**config.mk**
```make
export PLATFORM = sky130hd
export DESIGN_NAME = fifo_write_arbiter
export DESIGN_NICKNAME = d
export VERILOG_FILES = /design/src/rtl/fifo_write_arbiter.sv
export SDC_FILE = /design/constraint.sdc
export NUM_CORES = 1
export LEC_CHECK = 0
export CAP_MARGIN = 10
export CORE_AREA = 2 2 52 49
export DETAILED_ROUTE_END_ITERATION = 12
export DIE_AREA = 0 0 54 51
export HOLD_SLACK_MARGIN = 0.08
export PLACE_DENSITY = 0.87
export SYNTH_ARGS = -nofsm -noshare
export SYNTH_HDL_FRONTEND = slang
export SYNTH_SLANG_ARGS = --single-unit
```
**constraint.sdc**
```tcl
create_clock -name clk -period 3.5 [get_ports clk]
set_input_delay 0.525 -clock clk [delete_from_list [all_inputs] [get_ports clk]]
set_output_delay 0.525 -clock clk [all_outputs]
set_load 0.02 [all_outputs]
```
**src/rtl/fifo_write_arbiter.sv**
```systemverilog
// fifo_write_arbiter
//   Round-robin arbiter sharing the single write port of the 8 x 8 FIFO
//   among NUM_REQ producers. One producer is granted at a time for a burst
//   of up to MAX_BURST beats; its beats are forwarded to the FIFO write
//   port, and the burst stalls while the FIFO is full.
//
// Ports
//   clk            write-side clock, rising edge
//   reset          asynchronous reset, active low
//   req_valid      per-producer beat valid
//   req_data       producer i beat at [i*DATA_W +: DATA_W]
//   req_ready      per-producer accept (one-hot or zero)
//   fifo_full      FIFO full flag
//   fifo_write_en  FIFO write strobe
//   fifo_data      FIFO write data (zero when not writing)
//   grant_id       current or most recently granted producer
//   busy           high while a grant is active
//
// state | meaning
// IDLE  | no grant; picks the next producer round-robin after last_ptr
// GRANT | forwarding beats of producer grant_id
module fifo_write_arbiter #(
  parameter int NUM_REQ   = 4,
  parameter int DATA_W    = 8,
  parameter int MAX_BURST = 4
) (
  input  logic                        clk,
  input  logic                        reset,
  input  logic [NUM_REQ-1:0]          req_valid,
  input  logic [NUM_REQ*DATA_W-1:0]   req_data,
  output logic [NUM_REQ-1:0]          req_ready,
  input  logic                        fifo_full,
  output logic                        fifo_write_en,
  output logic [DATA_W-1:0]           fifo_data,
  output logic [$clog2(NUM_REQ)-1:0]  grant_id,
  output logic                        busy
);

  localparam int ID_W  = $clog2(NUM_REQ);
  localparam int CNT_W = $clog2(MAX_BURST + 1);
  localparam logic [CNT_W-1:0] LAST_BEAT = CNT_W'(MAX_BURST - 1);

  typedef enum logic {IDLE, GRANT} state_t;

  state_t           state, state_nxt;
  logic [ID_W-1:0]  last_ptr;
  logic [ID_W-1:0]  win_id;
  logic             win_found;
  logic [CNT_W-1:0] beat_cnt;
  logic             transfer;
  logic             release_grant;

  // Scan from the farthest candidate back to last_ptr+1 so the nearest
  // set bit after last_ptr is the one left standing.
  always_comb begin
    win_found = 1'b0;
    win_id    = '0;
    for (int i = NUM_REQ; i >= 1; i--) begin
      if (req_valid[(int'(last_ptr) + i) % NUM_REQ]) begin
        win_found = 1'b1;
        win_id    = ID_W'((int'(last_ptr) + i) % NUM_REQ);
      end
    end
  end

  always_comb begin
    state_nxt     = state;
    req_ready     = '0;
    transfer      = 1'b0;
    release_grant = 1'b0;
    fifo_write_en = 1'b0;
    fifo_data     = '0;
    busy          = 1'b0;
    case (state)
      IDLE: begin
        if (win_found) state_nxt = GRANT;
      end
      GRANT: begin
        busy                = 1'b1;
        req_ready[grant_id] = !fifo_full;
        transfer            = req_valid[grant_id] && !fifo_full;
        fifo_write_en       = transfer;
        if (transfer) fifo_data = req_data[int'(grant_id)*DATA_W +: DATA_W];
        // A producer that drops valid gives up the rest of its burst.
        release_grant = !req_valid[grant_id] || (transfer && beat_cnt == LAST_BEAT);
        if (release_grant) state_nxt = IDLE;
      end
      default: state_nxt = IDLE;
    endcase
  end

  always_ff @(posedge clk or negedge reset) begin
    if (!reset) begin
      state    <= IDLE;
      grant_id <= '0;
      last_ptr <= ID_W'(NUM_REQ - 1);
      beat_cnt <= '0;
    end else begin
      state <= state_nxt;
      if (state == IDLE && win_found) begin
        grant_id <= win_id;
        beat_cnt <= '0;
      end
      if (release_grant) begin
        last_ptr <= grant_id;
        beat_cnt <= '0;
      end else if (transfer) begin
        beat_cnt <= beat_cnt + CNT_W'(1);
      end
    end
  end

endmodule

```
==> results of run 1 <==
## worst min-delay path by stage
stage | startpoint | end | slack (ps) | depth (start not counted)
2_1_floorplan | reset | beat_cnt[0] | 230 | 0
3_5_place_dp | beat_cnt[0] | beat_cnt[0] | 540 | 1
5_1_grt | reset | beat_cnt[2] | 550 | 1
3_3_place_gp | beat_cnt[0] | beat_cnt[0] | 510 | 1
4_1_cts | reset | beat_cnt[0] | 550 | 1
6_report | beat_cnt[0] | beat_cnt[0] | 540 | 1
## worst reg2reg max path, delay by kind of cell, from the launching register on
family	cells	cell delay [ps]
multiplexers	2	1030
AND/OR/NAND/NOR	2	210
flip-flops	1	770
## per-stage QoR
stage	hold slack (ps)	total power (W)	std cells	cell area [um^2]
2_1_floorplan	229	0.000565	77	816
3_3_place_gp	506	0.000734	153	1360
3_5_place_dp	538	0.000751	153	1360
4_1_cts	546	0.000831	157	1390
5_1_grt	546	0.000887	157	1390
6_report	537	0.000827	157	1390
## state kept, by name, summed over array words and instances (netlist names)
name and cells:
beat_cnt 3, last_ptr 2, state 1, grant_id 2
## layout make-up
cell class / count / area, um^2
sequential: 8 / 203
timing repair buffer: 54 / 541
fill: 186 / 912
inverter: 3 / 11.3
clock buffer: 4 / 26.3
multi-input combinational: 60 / 569
tap: 28 / 35.0
## report_power, final
group           total, W  leakage [nW]  switching (W)  internal [W]
combinational   0.000516         0.465       0.000216      0.000300
sequential      0.000233        0.0978      0.0000964      0.000136
clock          0.0000782        0.0150      0.0000344     0.0000438
## cells by family after synthesis
group,after synthesis,share of synthesized area
AO/OA/AOI/OAI,14,0.150
flip-flops,8,0.248
AND/OR/NAND/NOR,32,0.206
adder cells (fa/ha/maj),2,0.0307
buffers and inverters,9,0.0537
multiplexers,12,0.311
## metal layers
layer	vias up	routed length, um	GRT usage
met5	-	0	0
met4	0	42	0.0500
met3	6	320	0.0673
met2	55	1230	0.362
met1	416	936	0.203
li1	403	-	-
## cell usage in the layout (no fill, tap or decap)
cell type and n:
a22o_1 1, a21o_1 1, and3_1 10, mux2_4 1
mux2i_1 1, a32o_1 1, a21boi_0 1, nand2b_1 3
nand2_1 8, nand3_1 2, mux4_1 4, o32ai_1 1
nor4_1 1, mux4_2 5, o21a_1 1, nor2b_1 2
ha_1 2, clkbuf_1 1, o41ai_4 1, a21oi_1 3
clkbuf_4 3, o221a_2 1, a2111oi_0 1, dfstp_2 2
nand2_2 2, inv_1 3, nor2_1 4, mux2_2 1
clkdlybuf4s50_1 54, dfrtp_1 6, o21ai_0 2
==> impl_metrics.csv, run 1 <==
group,metric,value,unit
setup_path,critical_path.top_delay_family,"flip-flops",
cells_and_area,final_util,0.603,
cts,clk_pin_slew_worst_paths,60,ps
floorplanning,io_pins,55,
power,leakage,0.578,nW
place,hpwlAfterDp,2.01,mm
timing,finalCriticalPeriod,3060,ps
cts,post_cts_buffers,0,
cells_and_area,antenna_cells,0,
power,p_per_area,597,mW/mm^2
drt,num_vias,880,
hold_path,hold_path.class,"flop to flop",
cts,cts_tree,"built",
setup_path,r2r-end,"last_ptr[1]",
timing,fin_worst_skew,2.79,ps
logic_synthesis,async_reset_ff_frac,1.00,
timing,tightest_slew,666,ps
cts,numCtsBuffers,3,
global_route,grt_pass1_wl,3.93,mm
timing,fmax,327,MHz
setup_path,critPathKind,"flop to primary output",
setup_path,max_stage_delay,770,ps
floorplanning,die_w,54,um
drt,route.detailed.drc,0,
setup_path,crit_slowest_cell,"dfrtp_1",
timing,fin_setup_tns,0,ps
drt,via_per_inst,5.61,
setup_path,cp_cell_sequence,"mux4_2, nand2_1, inv_1, clkdlybuf4s50_1",
setup_path,cp.depth,4,
setup_path,cp_data_required_time,2970,ps
timing,finalHoldViolations,0,
global_route,grt_pass1_vias,859,
logic_synthesis,yosys_warnings,0,
place,io_buffers,54,
logic_synthesis,seq_area_frac_synth,0.248,
logic_synthesis,ys_types,31,
setup_path,r2r_start,"grant_id[0]",
floorplanning,fp.coreArea,0.00230,mm^2
power,ir_worst_vdd,0.409,mV
timing,rsz0062_at_grt,"no",
drt,antenna_left,0,
cts,root_buffer,"clkbuf_4",
logic_synthesis,synthTopCellsByCount,"and3_1 (10), nand2_1 (8), dfrtp_1 (6)",
timing,slew_violations,0,
logic_synthesis,synthCells,77,
run,cap_viol_max_count,0,
setup_path,crit_path_end_kind,"primary output",
cells_and_area,nNetsFinal,171,
logic_synthesis,synth_edf_count,0,
timing,slew_headroom,0.556,
setup_path,crit_end,"fifo_write_en",
cts,htreeDepth,1,
cts,cts_hold_buf,0,
cells_and_area,area_growth,69.8,%
cts,clk_latency,260,ps
logic_synthesis,synth_area,816,um^2
timing,min_period_over_period,0.874,
logic_synthesis,synth.top_cell.area_share,0.184,
setup_path,critPathMaxFanout,16,
logic_synthesis,syn-num-nets,118,
drt,drt_iter0_markers,24,
place,pre_cts_ws,467,ps
run_status,outcome,"finished, final reports clean",
timing,timing.final.ws_setup,441,ps
setup_path,crit_buf_inv,2,
setup_path,start_kind,"flop",
global_route,grt_util_all_layers,0.195,
global_route,grt_antenna_before_repair,0,
drt,wl,2.53,mm
logic_synthesis,ys_seq_elements,8,
cts,cts.sinks,8,
logic_synthesis,synth_top_area_cell,"dfrtp_1",
cells_and_area,drive_above_1_share,0.124,
global_route,gr-total-overflow,0,
place,gp_congestion,0.758,
logic_synthesis,synth.most_common_cell,"and3_1",
cts,cts_resized,0,
timing,setup_viol,0,
floorplanning,initial_core_util,0.355,
setup_path,worstRegToRegCells,4,
logic_synthesis,synthFlopType,"dfrtp_1",
drt,drt_pass1_iterations,4,
setup_path,ff2ff_setup_slack,1420,ps
cts,clockBufferDepth,2,
global_route,grt_max_degree,18,
floorplanning,die_y,51,um
logic_synthesis,ys_top_cells_by_area,"dfrtp_1 (18%), mux4_2 (14%), mux4_1 (13%)",
floorplanning,num_rows,17,
setup_path,arrival,2530,ps
logic_synthesis,syn_area_per_cell,10.6,um^2
drt,post_drt_wl_per_cell,16.1,um
floorplanning,die_area,0.00275,mm^2
setup_path,crit_start,"grant_id[0]",
Power figures use the tool's default switching activity.
==> inputs of run 2 (changes only) <==
- CORE_AREA: 2 2 52 49 -> 2 2 57 53
- DIE_AREA: 0 0 54 51 -> 0 0 59 55
- PLACE_DENSITY: 0.87 -> 0.78
- clock period: 3.5 -> 2.8 ns (I/O delays scaled with it)
==> run 2 against run 1 <==
Compared with the run above:
- global-route usage down 3.0 points
- core utilization decreased by 5.8 points
- die area increased by 18%
- design area up 4.6%
- wire length up 0.28%
- via count fell by 0.34%
==> impl_metrics.csv, run 2 (synthesis gave the netlist of run 1 again) <==
group,metric,value,unit
drt,wl,2.53,mm
cells_and_area,area_growth,77.6,%
cells_and_area,regMostFlops,"beat_cnt",
timing,finalCriticalPeriod,2670,ps
floorplanning,io_pins,55,
cts,numCtsBuffers,3,
setup_path,cp_data_required_time,2380,ps
setup_path,crit_path_end_kind,"primary output",
cells_and_area,multiInputGateArea,569,um^2
cells_and_area,fill_cells,236,
setup_path,critPathMaxFanout,12,
drt,drt_pass1_iterations,4,
timing,rsz0062_at_grt,"no",
power,leakage,0.616,nW
power,ir_worst_vdd,0.227,mV
cts,clockBufferDepth,2,
cts,htreeDepth,1,
cts,clk_latency,260,ps
global_route,grt_pass1_wl,4.05,mm
place,io_buffers,54,
cells_and_area,nNetsFinal,179,
setup_path,crit_start,"req_valid[3]",
global_route,grt_max_degree,13,
cells_and_area,reg_top3,"beat_cnt (3), grant_id (2), last_ptr (2)",
cells_and_area,final-seq-area,204,um^2
global_route,grt_util_all_layers,0.165,
global_route,gr-total-overflow,0,
hold_path,hold_path.class,"primary input to asynchronous set/reset pin",
floorplanning,die_y,55,um
drt,post_drt_wl_per_cell,15.2,um
floorplanning,die_area,0.00325,mm^2
floorplanning,die_w,59,um
drt,drt_iter0_markers,62,
timing,finalHoldViolations,0,
drt,route.detailed.drc,0,
run,cap_viol_max_count,0,
timing,slew_headroom,0.703,
drt,antenna_left,0,
cells_and_area,layout_common_cells,"clkdlybuf4s50_1 (54), and3_1 (10), nand2_1 (8), buf_4 (8)",
timing,fin_setup_tns,0,ps
cells_and_area,antenna_cells,0,
timing,fin_worst_skew,1.90,ps
timing,slew_violations,0,
cts,clk_pin_slew_worst_paths,60,ps
cts,root_buffer,"clkbuf_4",
cts,cts.sinks,8,
cells_and_area,final_common_cell,"clkdlybuf4s50_1",
drt,via_per_inst,5.25,
place,gp_congestion,0.746,
timing,setup_viol,0,
global_route,grt_pass1_vias,931,
setup_path,r2r_start,"grant_id[0]",
place,hpwlAfterDp,2.13,mm
setup_path,start_kind,"primary input",
floorplanning,num_rows,18,
run_status,outcome,"finished, final reports clean",
cells_and_area,final_cell_area,0.00145,mm^2
floorplanning,fp.coreArea,0.00266,mm^2
setup_path,critPathKind,"primary input to primary output",
global_route,grt_antenna_before_repair,0,
timing,fmax,375,MHz
cells_and_area,largest_register_ffs,3,
place,place_area,0.00142,mm^2
timing,min_period_over_period,0.954,
drt,num_vias,877,
timing,tightest_slew,443,ps
floorplanning,initial_core_util,0.307,
power,p_per_area,733,mW/mm^2
setup_path,arrival,2250,ps
cells_and_area,drive_above_1_share,0.182,
cts,cts_tree,"built",
cts,post_cts_buffers,0,
## run 2: worst paths after layout
kind / endpoint / slack (ps) / cells past startpoint
max in group asynchronous: last_ptr[0] / 2050 / 1
max: fifo_write_en / 130 / 5
min in group clk: beat_cnt[0] / 520 / 1
min: grant_id[1] / 440 / 1
min reg2reg: beat_cnt[0] / 520 / 1
max reg2reg: last_ptr[1] / 1090 / 4
## run 2: final cells by class
| class | instances | share of cell area |
|---|---|---|
| sequential | 8 | 0.141 |
| tap | 30 | 0.0259 |
| multi-input combinational | 60 | 0.393 |
| inverter | 3 | 0.00777 |
| timing repair buffer | 62 | 0.415 |
| clock buffer | 4 | 0.0181 |
## run 2: layer usage
layer | part of all wire | GRT usage
met2 | 0.47 | 0.322
met5 | 0 | 0
met3 | 0.10 | 0.0163
met4 | 0.0099 | 0.0568
met1 | 0.41 | 0.190
## run 2: where the power goes
group / internal [W] / switching [W] / leakage (nW)
sequential: 0.000173 / 0.0000770 / 0.0967
clock: 0.0000547 / 0.0000427 / 0.0150
combinational: 0.000404 / 0.000310 / 0.504
total: 0.000632 / 0.000430 / 0.616
## run 2: repair_timing
item                       4_1_cts  5_1_grt
hold buffers                     0        0
setup endpoints to repair        0        5
gates resized for setup          0        1
## run 2: stage by stage
step | util | instances | worst slack [ps] | total power (W) | hold WS [ps]
2_1_floorplan | - | 77 | 808 | 0.000706 | 124
3_3_place_gp | 0.535 | 163 | 182 | 0.000958 | 503
3_5_place_dp | 0.535 | 163 | 135 | 0.000972 | 517
4_1_cts | 0.545 | 167 | 52.6 | 0.00107 | 454
5_1_grt | 0.545 | 167 | 77.0 | 0.00115 | 456
6_report | 0.545 | 167 | 130 | 0.00106 | 442
## run 2: worst max-delay path: stages
cell and delay, ps:
clkdlybuf4s50_1 440, mux4_2 610, nand2_1 190, inv_1 50
clkdlybuf4s50_1 530
==> inputs of run 3 (changes only) <==
- CORE_AREA: 2 2 57 53 -> 2 2 54 51
- DIE_AREA: 0 0 59 55 -> 0 0 56 53
- MAX_ROUTING_LAYER: unset -> met4
- PLACE_DENSITY: 0.78 -> 0.82
- clock period: 2.8 -> 2.6 ns (I/O delays scaled with it)
==> run 3 against run 2 <==
Compared with the run above:
- non-clock buffer count increased by 5
- critical path depth decreased by 1
- combinational power increased by 16%
- core utilization increased by 7.7 points
- count of clock-buffer cells in the layout decreased by 1
- first-iteration DRC count decreased by 81%
- register-to-register slack got worse by 270 ps
- worst setup slack got worse by 59 ps
- power increased by 13%
- clock power about the same
- wire length decreased by 2.6%
- largest cell class unchanged
==> impl_metrics.csv, run 3 (synthesis gave the netlist of run 1 again) <==
group,metric,value,unit
power,ir_worst_vdd,0.572,mV
drt,wl,2.47,mm
setup_path,path_common_cell,"clkdlybuf4s50_1",
power,p_sw_frac,0.397,
cts,root_buffer,"clkbuf_4",
timing,fmax,395,MHz
drt,drt_pass1_iterations,4,
cells_and_area,stdcell_count,169,
run_status,outcome,"finished, final reports clean",
setup_path,max_stage_delay,590,ps
drt,via_per_inst,5.24,
drt,drt_iter0_markers,12,
run,cap_viol_max_count,0,
global_route,grt_pass1_vias,928,
cts,cts_tree,"built",
cts,cts_hold_buf,0,
timing,rsz0062_at_grt,"no",
drt,antenna_left,0,
timing,setup_viol,0,
drt,wl_met1,904,um
setup_path,crit_slowest_cell,"mux4_2",
cells_and_area,layout_common_cells,"clkdlybuf4s50_1 (54), buf_4 (13), and3_1 (10)",
cts,htreeDepth,1,
power,power.total,0.00120,W
global_route,grt_max_degree,14,
cells_and_area,fill_cells,218,
setup_path,critPathMaxFanout,10,
place,pre_cts_ws,57.6,ps
global_route,grt_util_all_layers,0.183,
power,p_per_area,812,mW/mm^2
timing,slew_violations,0,
setup_path,crit_buf_inv,2,
place,hpwlAfterDp,2.07,mm
cts,clockBufferDepth,2,
timing,fin_setup_tns,0,ps
setup_path,cp_data_required_time,2210,ps
power,p_comb_frac,0.687,
timing,fin_worst_skew,1.32,ps
cts,cts.sinks,8,
timing,finalCriticalPeriod,2530,ps
setup_path,critical_path.top_delay_family,"buffers and inverters",
place,dpl.cell_count,163,
setup_path,arrival,2140,ps
cells_and_area,regMostFlops,"beat_cnt",
drt,top_layer,"met4",
cells_and_area,nNetsFinal,184,
power,power_frac_clock,0.081,
floorplanning,num_rows,17,
drt,post_drt_wl_per_cell,14.6,um
timing,slew_headroom,0.697,
cells_and_area,area_growth,81.6,%
hold_path,hold_path.class,"primary input to asynchronous set/reset pin",
setup_path,start_kind,"primary input",
power,switchingPower,0.000477,W
floorplanning,die_w,56,um
cells_and_area,reg_top3,"beat_cnt (3), grant_id (2), last_ptr (2)",
power,leakage,0.637,nW
setup_path,cp_cell_sequence,"clkdlybuf4s50_1, mux4_2, and3_1, clkdlybuf4s50_1",
cells_and_area,final_common_cell,"clkdlybuf4s50_1",
setup_path,ff2ff_setup_slack,820,ps
timing,finalHoldViolations,0,
cells_and_area,drive_above_1_share,0.220,
cells_and_area,antenna_cells,0,
global_route,grt_pass1_wl,4.01,mm
drt,wl_met3,134,um
drt,wl_met2,1.42,mm
drt,num_vias,885,
place,gp_congestion,0.800,
drt,route.detailed.drc,0,
floorplanning,die_y,53,um
cts,clk_pin_slew_worst_paths,60,ps
floorplanning,die_area,0.00297,mm^2
place,io_buffers,54,
floorplanning,initial_core_util,0.342,
floorplanning,fp.coreArea,0.00238,mm^2
cts,clk_latency,260,ps
power,p_int,0.000725,W
setup_path,critPathKind,"primary input to primary output",
floorplanning,io_pins,55,
timing,timing.final.ws_setup,71.5,ps
global_route,grt_antenna_before_repair,0,
cts,numCtsBuffers,3,
power,p_seq_frac,0.232,
cells_and_area,largest_register_ffs,3,
global_route,gr-total-overflow,0,
timing,tightest_slew,454,ps
timing,min_period_over_period,0.973,
setup_path,crit_path_end_kind,"primary output",
run 3: changes by cell type in the layout (fill, tap and decap cells not counted), sizes merged:
cell / previous run / this run
buf: 8 / 13
clkbuf: 4 / 3
run 3: final timing paths:
kind | from | end | cells after the start
worst min register to register | beat_cnt[0] | beat_cnt[0] | 1
max in group asynchronous | reset | last_ptr[1] | 1
min in group clk | beat_cnt[0] | beat_cnt[0] | 1
worst max register to register | grant_id[0] | last_ptr[1] | 5
worst min-delay path | reset | state | 1
worst max-delay path | req_valid[3] | fifo_data[1] | 4
run 3: power groups by stage:
stage	clock [W]	combinational, W	sequential (W)
6_report	0.0000977	0.000826	0.000279
5_1_grt	0.000110	0.000885	0.000289
4_1_cts	0.000102	0.000797	0.000282
3_5_place_dp	0	0.000793	0.000283
3_3_place_gp	0	0.000777	0.000275
2_1_floorplan	0	0.000507	0.000254
run 3: cell type report:
cell class	count	area [um^2]	share of cell area
clock buffer	3	22.5	0.0152
inverter	3	11.3	0.00760
multi-input combinational	60	569	0.384
sequential	8	205	0.139
tap	28	35.0	0.0236
timing repair buffer	67	638	0.431
run 3: timing repair:
item | in CTS | in global routing
buffers inserted | 0 | 3
setup endpoints to repair | 4 | 6
gates resized for setup | 1 | 1
run 3: through the flow:
stage                     utilization  hold slack [ps]  cell area (um^2)
after global placement          0.602              490              1430
after floorplan                     -             94.4               816
after detailed placement        0.602              499              1430
final                           0.622              402              1480
after global routing            0.622              426              1480
after CTS                       0.612              406              1460
run 3: layer usage:
layer,vias to the layer above,track usage
met2,32,0.369
met4,0,0.0476
met5,-,-
met1,424,0.179
li1,427,-
met3,2,0.0416
